[src/rtl/sarray_row_feeder.sv]
// Left-edge injector for one systolic-array row: command, optional C preload, then K A beats.
// Build option: define SARRAY_FEEDER_SKEW_EN to insert the y-stage row skew line.
`ifndef SARRAY_W
`define SARRAY_W 4
`endif
`ifndef TMMA_CNT_WIDTH
`define TMMA_CNT_WIDTH 8
`endif
`ifndef TMMA_PRECISION_WIDTH
`define TMMA_PRECISION_WIDTH 2
`endif
`ifndef PE_INPUT_DATA_WIDTH
`define PE_INPUT_DATA_WIDTH 16
`endif
`ifndef PE_DATA_TYPE_A
`define PE_DATA_TYPE_A 1'b0
`endif
`ifndef PE_DATA_TYPE_C
`define PE_DATA_TYPE_C 1'b1
`endif

module sarray_row_feeder #(
  parameter int y = 0
) (
  input  logic                             clk,
  input  logic                             rst_n,
  input  logic                             cmd_valid_i,
  output logic                             cmd_ready_o,
  input  logic                             cmd_load_c_i,
  input  logic [`TMMA_CNT_WIDTH-1:0]       cmd_k_i,
  input  logic [`TMMA_PRECISION_WIDTH-1:0] cmd_precision_i,
  input  logic                             c_valid_i,
  output logic                             c_ready_o,
  input  logic [`PE_INPUT_DATA_WIDTH-1:0]  c_data_i,
  input  logic                             a_valid_i,
  output logic                             a_ready_o,
  input  logic [`PE_INPUT_DATA_WIDTH-1:0]  a_data_i,
  output logic                             left_data_valid_o,
  output logic [`TMMA_CNT_WIDTH-1:0]       left_data_cnt_o,
  output logic                             left_data_type_o,
  output logic [`TMMA_PRECISION_WIDTH-1:0] left_precision_o,
  output logic [`PE_INPUT_DATA_WIDTH-1:0]  left_data_o,
  output logic                             done_o,
  output logic                             busy_o
);
  localparam int CW = `TMMA_CNT_WIDTH;
  localparam int PW = `TMMA_PRECISION_WIDTH;
  localparam int DW = `PE_INPUT_DATA_WIDTH;
  localparam int BW = 3 + CW + PW + DW;

  localparam logic [1:0] S_IDLE     = 2'd0;
  localparam logic [1:0] S_LOAD_C   = 2'd1;
  localparam logic [1:0] S_STREAM_A = 2'd2;

  localparam logic [CW-1:0] C_LAST = CW'(`SARRAY_W - 1);
  localparam logic [CW-1:0] C_TOP  = CW'(`SARRAY_W);
  localparam logic [CW-1:0] ONE    = CW'(1);

`ifdef SARRAY_FEEDER_SKEW_EN
  localparam bit SKEW_ON = 1'b1;
`else
  localparam bit SKEW_ON = 1'b0;
`endif

  logic [1:0]    r_state;
  logic [CW-1:0] r_k;
  logic [CW-1:0] r_cnt;
  logic [PW-1:0] r_prec;

  logic          r_vld_p0;
  logic          r_done_p0;
  logic          r_type_p0;
  logic [CW-1:0] r_cnt_p0;
  logic [PW-1:0] r_prec_p0;
  logic [DW-1:0] r_data_p0;

  logic          w_cmd_hs;
  logic          w_c_hs;
  logic          w_a_hs;
  logic          w_c_last;
  logic          w_a_last;
  logic          w_done;
  logic [BW-1:0] w_p0;
  logic [BW-1:0] w_out;

  assign w_cmd_hs = (r_state == S_IDLE) && cmd_valid_i;
  assign w_c_hs   = (r_state == S_LOAD_C) && c_valid_i;
  assign w_a_hs   = (r_state == S_STREAM_A) && a_valid_i;
  assign w_c_last = w_c_hs && (r_cnt == C_LAST);
  assign w_a_last = w_a_hs && (r_cnt == (r_k - ONE));
  // A command ends on its last beat, or immediately when it carries no beats at all.
  assign w_done   = (w_cmd_hs && !cmd_load_c_i && (cmd_k_i == '0)) ||
                    (w_c_last && (r_k == '0)) || w_a_last;

  always_ff @(posedge clk or negedge rst_n) begin
    if (!rst_n) begin
      r_state <= S_IDLE;
      r_k     <= '0;
      r_cnt   <= '0;
      r_prec  <= '0;
    end else begin
      case (r_state)
        S_IDLE: begin
          if (cmd_valid_i) begin
            r_k    <= cmd_k_i;
            r_prec <= cmd_precision_i;
            r_cnt  <= '0;
            if (cmd_load_c_i)        r_state <= S_LOAD_C;
            else if (cmd_k_i != '0) r_state <= S_STREAM_A;
          end
        end
        S_LOAD_C: begin
          if (w_c_last) begin
            r_cnt   <= '0;
            r_state <= (r_k != '0) ? S_STREAM_A : S_IDLE;
          end else if (w_c_hs) begin
            r_cnt <= r_cnt + ONE;
          end
        end
        S_STREAM_A: begin
          if (w_a_last) begin
            r_cnt   <= '0;
            r_state <= S_IDLE;
          end else if (w_a_hs) begin
            r_cnt <= r_cnt + ONE;
          end
        end
        default: r_state <= S_IDLE;
      endcase
    end
  end

  // ---- stage 0: tag the accepted beat; bubbles keep the previous fields ----
  always_ff @(posedge clk or negedge rst_n) begin
    if (!rst_n) begin
      r_vld_p0  <= 1'b0;
      r_done_p0 <= 1'b0;
      r_type_p0 <= 1'b0;
      r_cnt_p0  <= '0;
      r_prec_p0 <= '0;
      r_data_p0 <= '0;
    end else begin
      r_vld_p0  <= w_c_hs || w_a_hs;
      r_done_p0 <= w_done;
      if (w_c_hs) begin
        r_type_p0 <= `PE_DATA_TYPE_C;
        r_cnt_p0  <= C_TOP - r_cnt;
        r_prec_p0 <= r_prec;
        r_data_p0 <= c_data_i;
      end else if (w_a_hs) begin
        r_type_p0 <= `PE_DATA_TYPE_A;
        r_cnt_p0  <= r_cnt;
        r_prec_p0 <= r_prec;
        r_data_p0 <= a_data_i;
      end
    end
  end

  assign w_p0 = {r_vld_p0, r_done_p0, r_type_p0, r_cnt_p0, r_prec_p0, r_data_p0};

  // ---- skew line: row y lags row 0 by y cycles, advancing every cycle ----
  if (SKEW_ON && (y > 0)) begin : g_skew
    logic [BW-1:0] r_beat_pn [y];
    always_ff @(posedge clk or negedge rst_n) begin
      if (!rst_n) begin
        for (int i = 0; i < y; i++) r_beat_pn[i] <= '0;
      end else begin
        r_beat_pn[0] <= w_p0;
        for (int i = 1; i < y; i++) r_beat_pn[i] <= r_beat_pn[i-1];
      end
    end
    assign w_out = r_beat_pn[y-1];
  end else begin : g_direct
    assign w_out = w_p0;
  end

  assign {left_data_valid_o, done_o, left_data_type_o, left_data_cnt_o,
          left_precision_o, left_data_o} = w_out;

  assign cmd_ready_o = rst_n && (r_state == S_IDLE);
  assign c_ready_o   = (r_state == S_LOAD_C);
  assign a_ready_o   = (r_state == S_STREAM_A);
  assign busy_o      = (r_state != S_IDLE);

endmodule

[config.mk]
export PLATFORM = sky130hd
export DESIGN_NAME = sarray_row_feeder
export DESIGN_NICKNAME = d
export VERILOG_FILES = /design/src/rtl/sarray_row_feeder.sv
export SDC_FILE = /design/constraint.sdc
export NUM_CORES = 1
export LEC_CHECK = 0
export CORE_ASPECT_RATIO = 1.4
export CORE_MARGIN = 2
export CORE_UTILIZATION = 51
export CTS_CLUSTER_SIZE = 8
export DETAILED_ROUTE_END_ITERATION = 12
export PLACE_DENSITY = 0.95
export SLEW_MARGIN = 10
export SYNTH_ARGS = -nofsm -noshare
export SYNTH_HDL_FRONTEND = slang
export SYNTH_SLANG_ARGS = --single-unit
[constraint.sdc]
create_clock -name clk -period 4.1 [get_ports clk]
set_input_delay 0.82 -clock clk [delete_from_list [all_inputs] [get_ports clk]]
set_output_delay 0.82 -clock clk [all_outputs]
set_load 0.005 [all_outputs]
==> results by group, run 1 <==
Clocking
  – Postcts setup bufs: 0
  – CTS clk-pin slew, worst paths: 0.09 ns
  – Clk Latency, worst-skew pair: a little over 0.3 ns
  – Total clock sinks: 49
  – Clk Tree Root Cell: clkbuf_8
  – CTS tree: built
  – Num CTS Buffers: 5
  – Post-cts sizing count: 0
  – H-tree Lvls: 2
  – Clock Tree Buf Depth: 2
  – Hold Buf Count CTS: 0

Route
  – Detailed Route WL: 6.16 mm
  – Pre-antenna DRT Iters: 4
  – Drt wl/cell: 14.6 um
  – Routed via count: between 2k and 2.5k
  – DR iter-0 viols: 79
  – Post-route ant nets: 0
  – Vias per cell: 5.54
  – Post-route DRC: 0

Cells and area
  – Area Overhead vs Synth: 34.5%
  – Most frequent cells in the layout: 79 x clkdlybuf4s50_1, 49 x dfrtp_1, 43 x nand2_1
  – Final Util: 0.708
  – Share of cells above drive strength 1: 0.0843
  – Ant diodes: 0
  – Most common cell after layout, fill and taps aside: clkdlybuf4s50_1
  – Final layout net count: 410

Synth
  – Mean Syn Cell Area: 9.74 um2
  – Yosys cell types: between 50 and 60
  – Syn Nets: 334
  – Yosys warns: 0
  – Cell Area, Synth: ~2700 um2
  – Largest area contributor in the netlist: dfrtp_1
  – Synth area leaders: dfrtp_1 45%, mux2i_1 7.0%, nand2_1 5.9%, mux2_2 4.1%, o21ai_0 3.9%
  – Post-synth top flop: dfrtp_1
  – Post-Synthesis Cells: 279
  – Share of synthesized registers carrying an async set or reset: 1.00
  – Post-synth top area share: 0.451
  – Register area share after synthesis: 0.451
  – FF+latch count, synth: 49
  – Number of flops mapped to enable cells by yosys: 0

Setup path
  – Worst path required time: between 4 and 5 ns
  – R2r startpoint: r_state[1]
  – Delay-heaviest family, CP: simple AND/OR/NAND/NOR gates
  – Crit Reg-Reg Endpoint: r_cnt[2]
  – CP Max Fanout: 13
  – Crit start category: primary input
  – Worst reg-to-reg path cell count: 9
  – Most used cell, CP: nand2b_1
  – CP Buf/Inv Count: 1
  – Worst setup path class: primary input to flop
  – Worst R2R Setup Slack: approximately 1.5 ns
  – Critical path data arrival time: 2.98 ns
  – Ordered list of cells on the worst path: clkdlybuf4s50_1 > nand2_1 > nor4_1 > nand2b_1 > nand2b_1 > nand3_2 > a21boi_0 > a21o_1
  – Slowest CP cell: nor4_1
  – Critical Path Max Stage Delay: 0.52 ns
  – Critical Path End Type: flop

STA
  – Post-route minimum period: about 2.8 ns
  – Final Max Tran Viols: 0
  – RSZ-0062 raised after global routing: false
  – Final setup viols: 0
  – Final period util: 0.677
  – Slew margin rel.: 0.463
  – Final Hold Viols: 0
  – Clock Skews: 0.00929 ns
  – Sum Neg Setup Slack: 0 ns
  – F_max: 360 MHz
  – Worst slew pin tran: 0.785 ns

Floorplan
  – Core area: 5160 um2
  – Num ports: 81
  – Die height: 90.4 um
  – Initial Utilization: 0.527
  – DIE AREA: 5930 um2
  – Row Count: 31
  – Die W: approximately 66 um

Worst hold path
  – HP Class: flop to flop
  – Startpoint of the worst hold path: left_data_cnt_o[1]
  – Hold Path End: left_data_cnt_o[1]
  – Cells on Worst Hold Path: 2

Power and ir drop
  – Pleak: 1.68 nW
  – Max rail drop VDD: roughly 0.00036 V
  – Power per cell area: between 500 and 600 nW/um2

Status
  – Status: complete, no violations

GRT
  – Largest net degree at the start of global routing: 50
  – Initial antenna violation count: 0
  – Gr ovfl total: 0
  – First-pass GRT wire length: just over 10 mm
  – GRT Total Usage: 0.224
  – Number of global-route vias before repair: 2289

Placement
  – Port-buffer cells: 80
  – Placed wire-length estimate: 4.80 mm
  – RD Place Congestion: around 0.93

Flow run
  – Max Cap Viol: 0
cells by family after synthesis:
| kind of cell | count (synthesis) | synth area share |
|---|---|---|
| DFF | 49 | 0.451 |
| buffers and inverters | 28 | 0.0391 |
| adders and majority gates | 7 | 0.0322 |
| xor gates and xnor gates | 13 | 0.0419 |
| AOI/OAI and AO/OA | 58 | 0.144 |
| and+or+nand+nor | 94 | 0.176 |
| muxes | 30 | 0.116 |
where the power goes:
| part | internal [W] | switching (W) | total (W) |
|---|---|---|---|
| Combinational | 0.000564 | 0.000483 | 0.00105 |
| Clock | 0.000121 | 0.000172 | 0.000293 |
| Sequential | 0.000668 | 0.000141 | 0.000808 |
worst max-delay path by stage:
stage                start                 end  slack [ns]  cells after the start
2_1_floorplan       r_k[2]          r_state[1]        1.78                      6
3_3_place_gp   cmd_valid_i            r_cnt[2]        1.16                      7
3_5_place_dp     c_valid_i  left_data_cnt_o[4]        1.01                      6
4_1_cts          c_valid_i  left_data_cnt_o[4]        1.34                      6
5_1_grt        cmd_valid_i            r_cnt[2]        1.07                      7
6_report         c_valid_i            r_cnt[2]        1.33                      8
synth_stat cells, types with 2 or more instances:
master and instances:
and3_1 4, a21oi_1 7, nor4_1 3, dfrtp_1 49, nand2_1 43, xnor2_1 6
and2_1 2, nor2_1 10, nor2b_1 3, mux2_2 10, mux2i_1 19, o311ai_0 4
nand2b_1 6, ha_1 7, o21ai_0 21, inv_1 13, a22o_1 4, nand3_1 6
clkbuf_1 12, nor3_1 2, nand4_1 3, xor2_1 7, o211ai_1 6
per-stage QoR:
step	area (um2)	hold slack [ns]	setup WS, ns	power (W)	std cells
floorplan	2720	0.440	1.78	0.00140	279
global placement	3560	0.459	1.16	0.00182	414
detailed placement	3560	0.470	1.01	0.00188	414
CTS	3650	0.491	1.34	0.00217	422
global route	3650	0.508	1.07	0.00232	422
finish	3650	0.484	1.33	0.00215	422
routing by layer:
metal | up-vias | routed length [um] | global-route usage
li1 | 1141 | - | -
met4 | 0 | 167 | 0.101
met1 | 1113 | 2330 | 0.253
met3 | 15 | 368 | 0.0374
met5 | - | 0 | 0
met2 | 70 | 3300 | 0.399
area by class of cell:
type | instances | area (um2)
flip-flops and latches | 49 | 1230
clock buffers | 5 | 68.8
inverters | 14 | 52.6
clock inverters | 3 | 21.3
fillers | 394 | 1510
multi-input cells | 202 | 1380
repair buffers | 83 | 818
well taps | 66 | 82.6
tightest hold or removal path, stage by stage, from the launching register on:
cell and delay [ns]:
dfrtp_1 0.35, nand2_1 0.04, o21ai_0 0.06
sequential cells by signal (all words and copies together) (netlist names):
signal             flops
left_data_o           16
left_data_cnt_o        8
r_cnt                  8
r_k                    8
left_precision_o       2
r_prec                 2
r_state                2
done_o                 1
left_data_type_o       1
left_data_valid_o      1
Note: power is estimated with default switching activity, not from simulation.
==> run 2: changes to the inputs <==
--- a/config.mk
+++ b/config.mk
@@ -7,10 +7,10 @@
 export LEC_CHECK = 0
 export CORE_ASPECT_RATIO = 1.4
 export CORE_MARGIN = 2
-export CORE_UTILIZATION = 51
+export CORE_UTILIZATION = 47
 export CTS_CLUSTER_SIZE = 8
 export DETAILED_ROUTE_END_ITERATION = 12
-export PLACE_DENSITY = 0.95
+export PLACE_DENSITY = 0.91
 export SLEW_MARGIN = 10
 export SYNTH_ARGS = -nofsm -noshare
 export SYNTH_HDL_FRONTEND = slang
==> constraint.sdc (replaced) <==
create_clock -name clk -period 2.85 [get_ports clk]
set_input_delay 0.57 -clock clk [delete_from_list [all_inputs] [get_ports clk]]
set_output_delay 0.57 -clock clk [all_outputs]
set_load 0.005 [all_outputs]
==> run 2 against run 1 <==
Effect of this change:
- via count up 0.17%
- final area is 1.2% higher
- clock power rose by 39%
- critical path depth decreased by 2
- non-clock buffer count up 6
- worst hold slack lost 0.075 ns
- combinational power up 48%
- flip-flop and latch count did not move
- cell count increased by 1.9%
- worst setup slack worse by 1.0 ns
- global-route usage decreased by 0.99 points
- largest power group unchanged
==> results by group, run 2 (synthesized netlist as in run 1, its figures left out) <==
Floorplan
  – Die W: 68.3 um (+3.9%)
  – DIE AREA: 6410 um2 (+8.1%)
  – Num ports: 81 (unchanged)
  – Die height: 94.0 um (+4.0%)
  – Row Count: 32 (+3.2%)
  – Initial Utilization: 0.488 (-0.0385)
  – Core area: 5570 um2 (+7.9%)

Clocking
  – CTS tree: built
  – Clk Tree Root Cell: clkbuf_8
  – CTS clk-pin slew, worst paths: 0.09 ns (about the same)
  – Post-cts sizing count: 0 (unchanged)
  – Total clock sinks: 49 (unchanged)
  – Postcts setup bufs: 0 (unchanged)
  – Clk Latency, worst-skew pair: 0.31 ns (about the same)
  – Clock Tree Buf Depth: 2 (unchanged)
  – Num CTS Buffers: 5 (unchanged)
  – Hold Buf Count CTS: 0 (unchanged)
  – H-tree Lvls: 2 (unchanged)

Route
  – DR iter-0 viols: 75 (-5.1%)
  – Post-route ant nets: 0 (unchanged)
  – Pre-antenna DRT Iters: 4 (unchanged)
  – Met3 Wirelength: 335 um (-9.0%)
  – Detailed Route WL: 6.25 mm (+1.4%)
  – WL met1: 2.39 mm (+2.8%)
  – Post-route DRC: 0 (unchanged)
  – Wire length on met2: 3.33 mm (+1.1%)
  – Drt wl/cell: 14.5 um (-0.47%)
  – Vias per cell: 5.45 (-1.7%)
  – Routed via count: 2343 (+0.17%)
  – Max layer used: met4

Placement
  – RD Place Congestion: 0.864 (-7.2%)
  – Post-DP Area: 3610 um2 (+1.3%)
  – Placed wire-length estimate: 4.82 mm (+0.29%)
  – Port-buffer cells: 80 (unchanged)

GRT
  – First-pass GRT wire length: 10.5 mm (+0.87%)
  – Initial antenna violation count: 0 (unchanged)
  – Largest net degree at the start of global routing: 50 (unchanged)
  – Gr ovfl total: 0 (unchanged)
  – GRT Total Usage: 0.214 (-0.00991)
  – Number of global-route vias before repair: 2390 (+4.4%)

STA
  – Post-route minimum period: approximately 2.5 ns
  – Final setup viols: 0 (unchanged)
  – Final Max Tran Viols: 0 (unchanged)
  – Sum Neg Setup Slack: 0 ns (unchanged)
  – Clock Skews: 0.00619 ns (-0.00311 ns)
  – WHS: 0.409 ns (-0.0749 ns)
  – F_max: 396 MHz
  – Final period util: 0.886
  – Final Hold Viols: 0 (unchanged)
  – RSZ-0062 raised after global routing: false
  – Worst slew pin tran: 0.632 ns (-0.153 ns)
  – Slew margin rel.: 0.573 (+0.110)

Cells and area
  – Ant diodes: 0 (unchanged)
  – Final Cell Area: 3700 um2 (+1.2%)
  – Final layout net count: 416 (+1.5%)
  – Most common cell after layout, fill and taps aside: clkdlybuf4s50_1
  – Largest register FFs: 16 (unchanged)
  – Area Overhead vs Synth: 36.2%
  – Final Util: 0.665 (-0.0437)
  – Share of cells above drive strength 1: 0.0967 (+0.0124)
  – Most frequent cells in the layout: 79 x clkdlybuf4s50_1, 49 x dfrtp_1, 43 x nand2_1

Power and ir drop
  – Internal: 0.00198 W (+46%)
  – Logic pwr share: 0.497 (+0.010)
  – Pleak: 1.71 nW (+1.3%)
  – Switching power: 0.00115 W (+44%)
  – Max rail drop VDD: 0.000533 V (+48%)
  – Net Sw Frac: 0.367 (-0.00319)
  – Reg power frac: 0.373 (-0.003)
  – Clock share of power: 0.131 (-0.005)
  – Power per cell area: 844 nW/um2 (+44%)

Setup path
  – Critical Path End Type: flop
  – CP Buf/Inv Count: 0 (-1)
  – Worst setup path class: flop to flop
  – Ordered list of cells on the worst path: or4_4 > nor4_2 > nand2_1 > a2111o_1 > a21oi_2 > mux2_1
  – Slowest CP cell: or4_4
  – Critical Path Max Stage Delay: 0.59 ns (+0.07 ns)
  – CP Max Fanout: 6 (-7)
  – Worst path required time: 3.04 ns (-1.27 ns)
  – Delay-heaviest family, CP: simple AND/OR/NAND/NOR gates
  – Crit start category: flop
  – Critical path data arrival time: 2.72 ns (-0.26 ns)

Flow run
  – Max Cap Viol: 0 (unchanged)

Worst hold path
  – HP Class: primary input to async pin

Status
  – Status: complete, no violations
==> run 2: cell count changes in the layout (fill, tap and decap cells not counted) <==
cell | previous run | this run
clkinv_2 | 1 | 0
inv_6 | 1 | 0
clkbuf_1 | 0 | 1
buf_4 | 3 | 9
clkinvlp_4 | 1 | 2
==> run 2: through the flow <==
| stage | worst slack, ns | power, W | cells |
|---|---|---|---|
| global route | 0.141 | 0.00337 | 430 |
| CTS | 0.330 | 0.00315 | 430 |
| finish | 0.324 | 0.00312 | 430 |
| floorplan | 0.525 | 0.00202 | 279 |
| detailed placement | 0.176 | 0.00274 | 422 |
| global placement | 0.303 | 0.00266 | 422 |
==> run 2: metal layers <==
| metal | global-route usage | vias to the layer above |
|---|---|---|
| met5 | 0 | - |
| met4 | 0.0967 | 0 |
| met3 | 0.0336 | 15 |
| met2 | 0.389 | 72 |
| met1 | 0.235 | 1106 |
| li1 | - | 1150 |
==> run 2: path summary, 6_finish.rpt <==
path | startpoint | endpoint | slack, ns | cells after the start
min in group clk | left_precision_o[1] | left_precision_o[1] | 0.48 | 2
max | r_k[2] | r_state[1] | 0.32 | 6
min | rst_n | r_k[6] | 0.41 | 2
max reg2reg | r_k[2] | r_state[1] | 0.32 | 6
min reg2reg | left_precision_o[1] | left_precision_o[1] | 0.48 | 2
max in group asynchronous | rst_n | left_data_o[1] | 2.03 | 2
==> run 2: final cells by class <==
class	instances	area (um2)
Timing Repair Buffer	89	863
Inverter	14	52.6
Fill cell	441	1870
Clock inverter	2	15.0
Tap cell	68	85.1
Clock buffer	6	72.6
Sequential cell	49	1230
Multi-Input combinational cell	202	1380
==> run 2: power groups by stage <==
| stage | Combinational (W) | Clock [W] | Sequential (W) |
|---|---|---|---|
| floorplan | 0.000864 | 0 | 0.00115 |
| global placement | 0.00150 | 0 | 0.00116 |
| detailed placement | 0.00156 | 0 | 0.00118 |
| CTS | 0.00157 | 0.000419 | 0.00116 |
| global route | 0.00172 | 0.000440 | 0.00120 |
| finish | 0.00155 | 0.000408 | 0.00116 |
==> run 2: worst reg2reg max path, cell delays in order (launching register included) <==
cell and delay (ns):
dfrtp_1 0.44, or4_4 0.59, nor4_2 0.27, nand2_1 0.13
a2111o_1 0.50, a21oi_2 0.16, mux2_1 0.32
==> run 3: changes to the inputs <==
--- a/config.mk
+++ b/config.mk
@@ -5,11 +5,14 @@
 export SDC_FILE = /design/constraint.sdc
 export NUM_CORES = 1
 export LEC_CHECK = 0
+export CAP_MARGIN = 20
 export CORE_ASPECT_RATIO = 1.4
 export CORE_MARGIN = 2
 export CORE_UTILIZATION = 47
 export CTS_CLUSTER_SIZE = 8
 export DETAILED_ROUTE_END_ITERATION = 12
+export GPL_TIMING_DRIVEN = 0
+export HOLD_SLACK_MARGIN = 0.03
 export PLACE_DENSITY = 0.91
 export SLEW_MARGIN = 10
 export SYNTH_ARGS = -nofsm -noshare
==> run 3 against run 2 <==
Effect of this change:
- final area rose by 0.34%
- critical path depth rose by 3
- flip-flop and latch count did not move
- critical endpoint is now r_cnt[2]
==> results by group, run 3 (synthesized netlist as in run 1, its figures left out) <==
Setup path
  – Worst path required time: 3.05 ns (about the same)
  – CP Buf/Inv Count: 1 (+1)
  – Crit path depth: 9 (+3)
  – Delay-heaviest family, CP: compound AO/OA/AOI/OAI gates
  – Worst reg-to-reg path cell count: 9 (+3)
  – CP Max Fanout: 10 (+4)
  – Critical path data arrival time: 2.79 ns (+0.07 ns)
  – Critical Path Max Stage Delay: 0.44 ns (-0.15 ns)
  – Worst setup path class: flop to flop
  – Critical Path End Type: flop
  – Ordered list of cells on the worst path: inv_1 > ha_1 > or2b_1 > o211a_1 > o31a_1 > o311ai_0 > nand3_2 > a21boi_0 > a21o_1
  – Crit start category: flop
  – Slowest CP cell: dfrtp_1

STA
  – Final Hold Viols: 0 (unchanged)
  – Post-route minimum period: 2.59 ns (+0.0674 ns)
  – Setup WS post-layout: 0.256 ns (-0.0674 ns)
  – RSZ-0062 raised after global routing: false
  – WHS: 0.162 ns (-0.247 ns)
  – Slew margin rel.: 0.468 (-0.105)
  – Sum Neg Setup Slack: 0 ns (unchanged)
  – Final setup viols: 0 (unchanged)
  – F_max: 386 MHz (-2.6%)
  – Worst slew pin tran: 0.779 ns (+0.146 ns)
  – Final period util: 0.910 (+0.0236)
  – Clock Skews: 0.00686 ns (+0.000671 ns)
  – Final Max Tran Viols: 0 (unchanged)

Route
  – Detailed Route WL: 6.39 mm (+2.4%)
  – WL met1: 2.47 mm (+3.3%)
  – Routed via count: 2403 (+2.6%)
  – Drt wl/cell: 14.7 um (+0.96%)
  – DR iter-0 viols: 154 (+110%)
  – Pre-antenna DRT Iters: 4 (unchanged)
  – Post-route ant nets: 0 (unchanged)
  – Wire length on met2: 3.40 mm (+2.1%)
  – Post-route DRC: 0 (unchanged)
  – Met3 Wirelength: 352 um (+5.1%)
  – Vias per cell: 5.51 (+1.1%)
  – Max layer used: met4

Clocking
  – Clock Tree Buf Depth: 2 (unchanged)
  – Hold Buf Count CTS: 0 (unchanged)
  – H-tree Lvls: 2 (unchanged)
  – CTS clk-pin slew, worst paths: 0.09 ns (about the same)
  – Clk Tree Root Cell: clkbuf_8
  – Total clock sinks: 49 (unchanged)
  – CTS tree: built
  – Clk Latency, worst-skew pair: 0.30 ns (about the same)
  – Num CTS Buffers: 5 (unchanged)

GRT
  – Initial antenna violation count: 0 (unchanged)
  – Number of global-route vias before repair: 2421 (+1.3%)
  – Largest net degree at the start of global routing: 37 (-26%)
  – First-pass GRT wire length: 10.7 mm (+2.2%)
  – Gr ovfl total: 0 (unchanged)
  – GRT Total Usage: 0.218 (+0.00371)

Cells and area
  – Most common cell after layout, fill and taps aside: clkdlybuf4s50_1
  – Ant diodes: 0 (unchanged)
  – Largest register FFs: 16 (unchanged)
  – Fillers: 447 (+1.4%)
  – Most frequent cells in the layout: 79 x clkdlybuf4s50_1, 49 x dfrtp_1, 43 x nand2_1
  – Final Cell Area: 3710 um2 (+0.34%)
  – Area Overhead vs Synth: 36.6%
  – Final layout net count: 422 (+1.4%)
  – Share of cells above drive strength 1: 0.0788 (-0.0179)

Floorplan
  – Row Count: 32 (unchanged)
  – Die W: 68.3 um (unchanged)
  – DIE AREA: 6410 um2 (unchanged)
  – Die height: 94.0 um (unchanged)
  – Core area: 5570 um2 (unchanged)
  – Initial Utilization: 0.488 (unchanged)
  – Num ports: 81 (unchanged)

Placement
  – Post-place setup slack: -0.0808 ns (-0.257 ns)
  – Placed wire-length estimate: 5.05 mm (+4.8%)
  – Port-buffer cells: 80 (unchanged)
  – RD Place Congestion: 0.894 (+3.4%)
  – Post-DP Area: 3620 um2 (+0.17%)

Worst hold path
  – HP Class: primary input to async pin

Power and ir drop
  – Max rail drop VDD: 0.000553 V (+3.9%)
  – Power per cell area: 837 nW/um2 (-0.90%)
  – Pleak: 1.69 nW (-0.71%)
  – Pwr Total: 0.00311 W (-0.57%)

Flow run
  – Max Cap Viol: 0 (unchanged)

Status
  – Status: complete, no violations
## run 3: changes by cell type in the layout (fill, tap and decap cells not counted)
cell / previous run / this run
clkbuf_1: 1 / 13
buf_4: 9 / 0
buf_1: 0 / 1
buf_12: 0 / 1
buf_2: 1 / 2
nor4_1: 3 / 2
nor4_2: 1 / 2
## run 3: metrics by stage
| stage | cells | util |
|---|---|---|
| final | 436 | 0.667 |
| after global routing | 436 | 0.667 |
| after global placement | 427 | 0.647 |
| after CTS | 436 | 0.666 |
| after detailed placement | 428 | 0.650 |
| after floorplan | 279 | - |
## run 3: final timing paths
check / from / end / slack, ns
hold reg to reg: left_precision_o[1] / left_precision_o[1] / 0.47
setup / recovery: r_k[0] / r_cnt[2] / 0.26
max in group asynchronous: rst_n / left_data_o[0] / 2.19
min in group clk: left_precision_o[1] / left_precision_o[1] / 0.47
setup reg to reg: r_k[0] / r_cnt[2] / 0.26
hold / removal: rst_n / r_k[6] / 0.16
## run 3: repair_timing
action / CTS / global route
resized for setup: 0 / 1
setup buffers: 0 / 0
endpoints found under the setup margin: 0 / 3
## run 3: area by class of cell
class,instances,area [um2],share of cell area
inverter,14,52.6,0.0142
clock buffer,6,72.6,0.0196
clock inverter,2,15.0,0.00405
multi-input combinational,202,1390,0.375
sequential,49,1230,0.330
tap,68,85.1,0.0229
buffer,14,53.8,0.0145
timing repair buffer,81,816,0.220
## run 3: power breakdown
| group | leakage [nW] | switching [W] | internal (W) |
|---|---|---|---|
| combinational | 1.03 | 0.000722 | 0.000817 |
| clock | 0.0374 | 0.000230 | 0.000173 |
| sequential | 0.622 | 0.000202 | 0.000961 |
| total | 1.69 | 0.00115 | 0.00195 |
## run 3: metal layers
| layer | up-vias | global-route usage |
|---|---|---|
| li1 | 1161 | - |
| met1 | 1145 | 0.242 |
| met2 | 78 | 0.400 |
| met3 | 19 | 0.0348 |
| met4 | 0 | 0.0833 |
| met5 | - | 0 |
